### src/rtl/booth_pkg.sv
// rtl/booth_pkg.sv - shared state encoding and Booth recoding constants
package booth_pkg;

  typedef enum logic [1:0] {
    ST_IDLE = 2'd0,
    ST_RUN  = 2'd1,
    ST_DONE = 2'd2
  } state_e;

  // Recoding of {Q[0], Q_1}; 2'b11 is a second no-op pattern.
  localparam logic [1:0] BOOTH_NOP     = 2'b00;
  localparam logic [1:0] BOOTH_ADD     = 2'b01;
  localparam logic [1:0] BOOTH_SUB     = 2'b10;
  localparam logic [1:0] BOOTH_NOP_ALT = 2'b11;

endpackage

### src/rtl/booth_step.sv
// rtl/booth_step.sv - one radix-2 Booth step: add/subtract M then arithmetic shift
module booth_step
  import booth_pkg::*;
#(
  parameter int W = 8
) (
  input  logic [W+1:0] a_i,
  input  logic [W:0]   q_i,
  input  logic         q1_i,
  input  logic [W:0]   m_i,
  output logic [W+1:0] a_o,
  output logic [W:0]   q_o,
  output logic         q1_o
);

  logic [W+1:0] m_ext;
  logic [W+1:0] sum;

  // The extra MSB on A keeps A - M from overflowing for any extended M.
  assign m_ext = {m_i[W], m_i};

  always_comb begin
    sum = a_i;
    case ({q_i[0], q1_i})
      BOOTH_ADD:     sum = a_i + m_ext;
      BOOTH_SUB:     sum = a_i - m_ext;
      BOOTH_NOP,
      BOOTH_NOP_ALT: sum = a_i;
      default:       sum = a_i;
    endcase
  end

  assign a_o  = {sum[W+1], sum[W+1:1]};
  assign q_o  = {sum[0], q_i[W:1]};
  assign q1_o = q_i[0];

endmodule

### src/rtl/booth_mult_seq.sv
// rtl/booth_mult_seq.sv - sequential radix-2 Booth multiplier with valid/ready on both sides
module booth_mult_seq
  import booth_pkg::*;
#(
  parameter int W = 8
) (
  input  logic           clk,
  input  logic           n_rst,
  input  logic           in_valid,
  output logic           in_ready,
  input  logic [W-1:0]   in_a,
  input  logic [W-1:0]   in_b,
  input  logic           in_signed,
  output logic           out_valid,
  input  logic           out_ready,
  output logic [2*W-1:0] out_p,
  output logic           busy
);

  localparam int CW = $clog2(W + 2);
  localparam logic [CW-1:0] LAST_STEP = CW'(W);

  state_e           state_q;
  logic [CW-1:0]    cnt_q;
  logic [W+1:0]     a_q;
  logic [W+1:0]     a_d;
  logic [W:0]       q_q;
  logic [W:0]       q_d;
  logic             q1_q;
  logic             q1_d;
  logic [W:0]       m_q;
  logic [2*W-1:0]   p_q;
  logic [W:0]       a_ext;
  logic [W:0]       b_ext;

  // Operands are widened by one bit so unsigned values look non-negative to Booth.
  assign a_ext = {in_signed & in_a[W-1], in_a};
  assign b_ext = {in_signed & in_b[W-1], in_b};

  booth_step #(.W(W)) u_step (
    .a_i  (a_q),
    .q_i  (q_q),
    .q1_i (q1_q),
    .m_i  (m_q),
    .a_o  (a_d),
    .q_o  (q_d),
    .q1_o (q1_d)
  );

  always_ff @(posedge clk or negedge n_rst) begin
    if (!n_rst) begin
      state_q <= ST_IDLE;
      cnt_q   <= '0;
      a_q     <= '0;
      q_q     <= '0;
      q1_q    <= 1'b0;
      m_q     <= '0;
      p_q     <= '0;
    end else begin
      case (state_q)
        ST_IDLE: begin
          if (in_valid) begin
            m_q     <= a_ext;
            q_q     <= b_ext;
            q1_q    <= 1'b0;
            a_q     <= '0;
            cnt_q   <= '0;
            state_q <= ST_RUN;
          end
        end
        ST_RUN: begin
          a_q   <= a_d;
          q_q   <= q_d;
          q1_q  <= q1_d;
          cnt_q <= cnt_q + 1'b1;
          if (cnt_q == LAST_STEP) begin
            // Low 2W bits of {A,Q} after the final shift are the exact product.
            p_q     <= {a_d[W-2:0], q_d};
            state_q <= ST_DONE;
          end
        end
        ST_DONE: begin
          if (out_ready) begin
            state_q <= ST_IDLE;
          end
        end
        default: state_q <= ST_IDLE;
      endcase
    end
  end

  assign in_ready  = (state_q == ST_IDLE);
  assign out_valid = (state_q == ST_DONE);
  assign busy      = (state_q == ST_RUN) || (state_q == ST_DONE);
  assign out_p     = p_q;

endmodule

### config.mk
export PLATFORM = sky130hd
export DESIGN_NAME = booth_mult_seq
export DESIGN_NICKNAME = d
export VERILOG_FILES = /design/src/rtl/booth_pkg.sv /design/src/rtl/booth_step.sv /design/src/rtl/booth_mult_seq.sv
export SDC_FILE = /design/constraint.sdc
export NUM_CORES = 1
export LEC_CHECK = 0
export BUFFER_PORTS_ARGS = -buffer_cell sky130_fd_sc_hd__buf_2
export CORE_AREA = 10 10 102 86
export DETAILED_ROUTE_END_ITERATION = 10
export DIE_AREA = 0 0 112 96
export PLACE_DENSITY = 0.62
export REMOVE_ABC_BUFFERS = 1
export SYNTH_ARGS = -nofsm -noshare
export SYNTH_HDL_FRONTEND = slang
export SYNTH_HIERARCHICAL = 1
export SYNTH_SLANG_ARGS = --single-unit
### constraint.sdc
create_clock -name clk -period 6.8 [get_ports clk]
set_input_delay 0.68 -clock clk [delete_from_list [all_inputs] [get_ports clk]]
set_output_delay 0.68 -clock clk [all_outputs]
set_load 0.005 [all_outputs]
* Yosys cells after proc, flatten, opt, wreduce, memory -nomap -nowiden
Index checks and enable logic that the tools add are counted.
** Operators by class
- $add $sub $neg :: 3
- Equal/unequal tests :: 9
- Multiplexer cells :: 13
- Bitwise gates (word level) :: 2
- Reduce and logical (&&, ||, !) cells :: 9
** Operator list (count)
- $pmux 10 s3 :: 1
- $pmux 10 s2 :: 1
- $pmux 9 s2 :: 1
- $add 10x10->10 :: 1
- $mux 10 :: 1
- $sub 10x10->10 :: 1
- $mux 9 :: 1
- $pmux 4 s2 :: 1
- $eq 2x2->1 const B :: 3
- $mux 2 :: 3
- $pmux 2 s3 :: 1
- $reduce_and 2->1 :: 3
- $add 4x1->4 const B :: 1
- $eq 2x1->1 const B :: 2
- $eq 4x4->1 const B :: 1
- $logic_not 2->1 :: 2
- $mux 4 :: 1
- $ne 2x2->1 const B :: 2
- $reduce_and 3->1 :: 1
- $and 1x1->1 :: 2
- $ne 2x1->1 const B :: 1
- $pmux 1 s2 :: 1
- $reduce_bool 2->1 :: 1
- $reduce_or 2->1 :: 1
- other kinds (2) :: 2
** Word-level totals
- Bits in registers :: 51
- Input port bits :: 21
- Output and inout port bits :: 19
- Logic and storage cells :: 43

* Logic depth before layout (Yosys ltp)
- Depth in word-level cells :: 4
- Depth in mapped cells :: 14

* Hierarchy
Netlist, hierarchy kept.
** By module, submodules not included
- booth_mult_seq :: times used 1, cells each 155, area an instance 2169.6 um2, seq. area each 1276.2 um2
- booth_step :: times used 1, cells each 110, area an instance 783.3 um2, seq. area each 0.0 um2

* Worst setup path before layout
No wires, ideal clock.
- Path type :: register -> register
- Start :: reg m_q[2]
- End :: reg a_q[9]
- Arrival :: 2.529 ns
- Data required time :: 6.679 ns
- Setup slack :: 4.150 ns
- Cell stages (with the launch flop) :: 13
- Path buffers :: 1
- Clock period less this slack :: 2.650 ns
- Cell sequence :: dfrtp_1 > nor3_2 > nor3b_1 > nor2_1 > xnor2_1 > ha_1 > a21o_1 > a21oi_2 > o21ai_1 > o31a_1 > xnor2_1 > buf_4 > a22o_1
** On the way
- Longest elaborated chain between the ends :: 3
** Ends and longest elaborated chain
- from (decl) :: line booth_mult_seq.sv:31 : logic [W:0] m_q;
- from (signal assigned) :: line booth_mult_seq.sv:63 : m_q <= a_ext;
- $sub 10x10->10 or $add 10x10->10 (tied branches) :: line booth_step.sv:26, booth_step.sv:25
- $pmux 10 s3 * :: line booth_step.sv:24 : case ({q_i[0], q1_i})
- net a_d[8] :: line booth_mult_seq.sv:26 : logic [W+1:0] a_d;
- $pmux 10 s2 * :: line booth_mult_seq.sv:60 : case (state_q)
- to (signal assigned) :: line booth_mult_seq.sv:54 : a_q <= '0;
- to (signal assigned) :: line booth_mult_seq.sv:66 : a_q <= '0;
- to (signal assigned) :: line booth_mult_seq.sv:72 : a_q <= a_d;
- to (decl) :: line booth_mult_seq.sv:25 : logic [W+1:0] a_q;
The timed path passes the listed nets; every way through them passes the cells marked *.
A chain may end at the register's enable or synchronous reset.

* Final worst setup path
- Start :: reg q1_q
- End :: reg p_q[13] (netlist: out_p[13])
** On the way
- Longest elaborated chain between the ends :: 3
** Ends and longest elaborated chain
- from (decl) :: line booth_mult_seq.sv:29 : logic q1_q;
- from (signal assigned) :: line booth_mult_seq.sv:74 : q1_q <= q1_d;
- $eq 2x2->1 or $logic_not 2->1 (tied branches) :: line booth_step.sv:24
- $reduce_or 2->1 :: line booth_step.sv:24
- $pmux 10 s3 * :: line booth_step.sv:24
- net a_d[4] :: line booth_mult_seq.sv:26
- to (signal assigned) :: line booth_mult_seq.sv:78 : p_q <= {a_d[W-2:0], q_d};
- to (decl) :: line booth_mult_seq.sv:32 : logic [2*W-1:0] p_q;
Marked as above.

==> results by group <==
STA
  • Setup violations, final: 0
  • Final Hold Vio Count: 0
  • Period utilization: 0.422
  • Setup TNS: 0 ps
  • Setup Skew: 11.4 ps
  • Peak Freq: 0.348 GHz
  • RSZ-0062 raised after global routing: no
  • Pins Over Slew Limit: 0
  • Worst Tran Pin Value: 1030 ps
  • Worst hold slack: 476 ps
  • Final min period: 2870 ps
  • Relative max-transition margin: 0.312
  • Final worst setup slack: 3930 ps

Run status
  • Status: complete, no violations

Routing
  • DR DRC count: 0
  • Vias per cell: 5.14
  • DR pass1 iterations: 4
  • Wire per inst: 15.5 um
  • Vias: 1957
  • Post-Route WL: 5890 um
  • Antenna viol nets, final: 0
  • 1st-iter DRT viols: 72

Cells and area
  • Final core occ: 0.483
  • Layout net count: 331
  • N_diodes: 0
  • Area of all placed cells without fillers: 0.00325 sq mm
  • Post-Layout Cell Count: 381
  • Area added between synthesis and finish: 9.92%
  • Fraction of layout cells with a size suffix above 1: 0.289

Die
  • DIE WIDTH: 112 um
  • IO Pins: 40
  • Row count: 27
  • Core ar.: 0.00672 sq mm
  • Die height: 96 um
  • Initial Util: 0.439
  • Die area: 0.0108 sq mm

Setup path
  • Arr. time, crit path: 3070 ps
  • Crit end category: register
  • Worst reg2reg setup slack: 3930 ps
  • CP Class: reg2reg
  • Max FO, Critical Path: 10
  • CP startpoint kind: register
  • Worst path required time: 7000 ps

Placement
  • Placer Congestion: 0.808
  • Dpl ws: 3950 ps
  • Hpwl dp: 4310 um
  • Dpl cells: 373
  • Port bufs: 39
  • Area post-placement: 0.00313 sq mm

Power
  • Clk pwr share: 0.119
  • Worst vdd ir: 295 uV
  • Power Dens Cells: 576 mW/mm^2
  • P_leak: 1.59 nW
  • Switching share of power: 0.427
  • Switching power: 797 uW
  • Reg power frac: 0.298
  • Internal Power: 1.07 mW
  • Comb power frac: 0.583
  • Total power draw: 1.87 mW

Global route
  • Tot GR Track Use: 0.113
  • Vias in the first global route: 1957
  • Global-route wire length before repair: 9940 um
  • Antenna violations before repair: 0
  • Largest net degree at the start of global routing: 52
  • GRT overflow: 0

Clocking
  • Post-CTS Setup Bufs: 0
  • Clk Latency, worst-skew pair: 310 ps
  • CTS root buffer: clkbuf_8
  • # hold bufs at CTS: 0
  • CTS max path bufs: 2
  • Htree depth: 2
  • CTS buffer count: 5
  • Clk sinks: 51
  • Worst-path clk slew: 100 ps
  • Post-cts resize count: 0
  • CTS tree: built

Yosys
  • Register area share after synthesis: 0.432
  • Area contributors post-synth: dfrtp_1 43%, ha_1 6.8%, mux2_2 6.5%, mux2_4 5.1%, a22o_1 3.9%
  • Mapped Cells: 265
  • EDFF count, synth: 0
  • Ys async rst share: 1.00
  • Netlist area before placement: 0.00295 sq mm
  • Number of synthesized register bits: 51
  • Area leader, netlist: dfrtp_1
  • Synth warnings: 6
  • Ys flop type: dfrtp_1
  • Post-synth top area share: 0.432
  • Netlist cell types: 43
  • Most frequent cells after synthesis: 51 x dfrtp_1, 25 x nand2_1, 17 x mux2_2
  • Most numerous cell in the Yosys netlist: dfrtp_1
  • Syn avg cell area: 11.1 sq um

Job
  • Max Cap Violations: 0

Hold path
  • Hold WC Path Type: in2async
[flip-flops by register name, summed over array words and instances, names as in the netlist]
register / count
m_q: 9
state_q: 2
out_p: 16
q1_q: 1
q_q: 9
cnt_q: 4
a_q: 10
[power groups by stage]
| stage | clock (mW) | sequential [mW] | combinational [mW] |
|---|---|---|---|
| final | 0.222 | 0.557 | 1.09 |
| after global routing | 0.241 | 0.580 | 1.22 |
| after CTS | 0.227 | 0.558 | 1.10 |
| after detailed placement | 0 | 0.561 | 1.10 |
| after global placement | 0 | 0.557 | 1.08 |
| after floorplan | 0 | 0.536 | 0.848 |
[worst paths after layout]
check,startpoint,to,cells after the start
setup / recovery,q1_q,out_p[13],11
hold / removal,n_rst,out_p[5],2
setup reg to reg,q1_q,out_p[13],11
hold reg to reg,out_p[2],out_p[2],1
max in group asynchronous,n_rst,a_q[0],2
min in group clk,out_p[2],out_p[2],1
[critical path, cell delays in order, from the launching register on]
cell and delay [ps]:
dfrtp_1 400, inv_1 60, ha_1 350, mux2i_1 370, ha_1 290, nor2b_1 130, o2111ai_1 260, nand2_1 120
nor2_1 130, xor2_1 230, o21ai_0 140, mux2_4 300
[layout make-up]
| class | count | area (sq um) |
|---|---|---|
| Fill cell | 635 | 3480 |
| Clock buffer | 5 | 68.8 |
| Multi-Input combinational cell | 182 | 1490 |
| Sequential cell | 51 | 1280 |
| Inverter | 12 | 45.0 |
| Tap cell | 87 | 109 |
| Timing Repair Buffer | 41 | 210 |
| Clock inverter | 3 | 47.5 |
[per-layer routing]
| layer | global-route usage | wire (um) | vias to the layer above |
|---|---|---|---|
| met2 | 0.163 | 2490 | 42 |
| li1 | - | - | 975 |
| met5 | 0 | 0 | - |
| met1 | 0.163 | 3090 | 938 |
| met4 | 0.0316 | 47 | 0 |
| met3 | 0.0299 | 259 | 2 |
[placed cells by master, fill, tap and decap left out, types with 2 or more instances in the layout]
master	Yosys	routed
o21ai_0	10	10
nand2b_1	4	4
a21oi_2	4	4
dfrtp_1	51	51
mux2_4	10	10
nand3_1	3	3
o21ai_1	14	14
nor2_1	6	6
a21o_1	3	3
mux2i_1	8	8
a21oi_1	6	6
xnor2_1	11	11
nor2b_1	4	4
inv_1	12	12
nor3_1	2	2
a31oi_1	3	3
a22o_1	13	13
nand3b_1	2	2
clkbuf_8	0	5
xor2_1	4	4
mux2_2	17	17
buf_4	10	2
nand2_1	25	25
buf_2	6	39
ha_1	16	16
[cells by family (layout without fill, tap and decap cells)]
logic type	count (synthesis)	count (layout)	synth area share
fa+ha+maj	17	17	0.0746
simple gates	54	54	0.102
compound gates	60	60	0.136
flops	51	51	0.432
xor+xnor	15	15	0.0445
buf+inv	32	61	0.0636
mux	36	36	0.147
(Power assumes the default switching activity.)
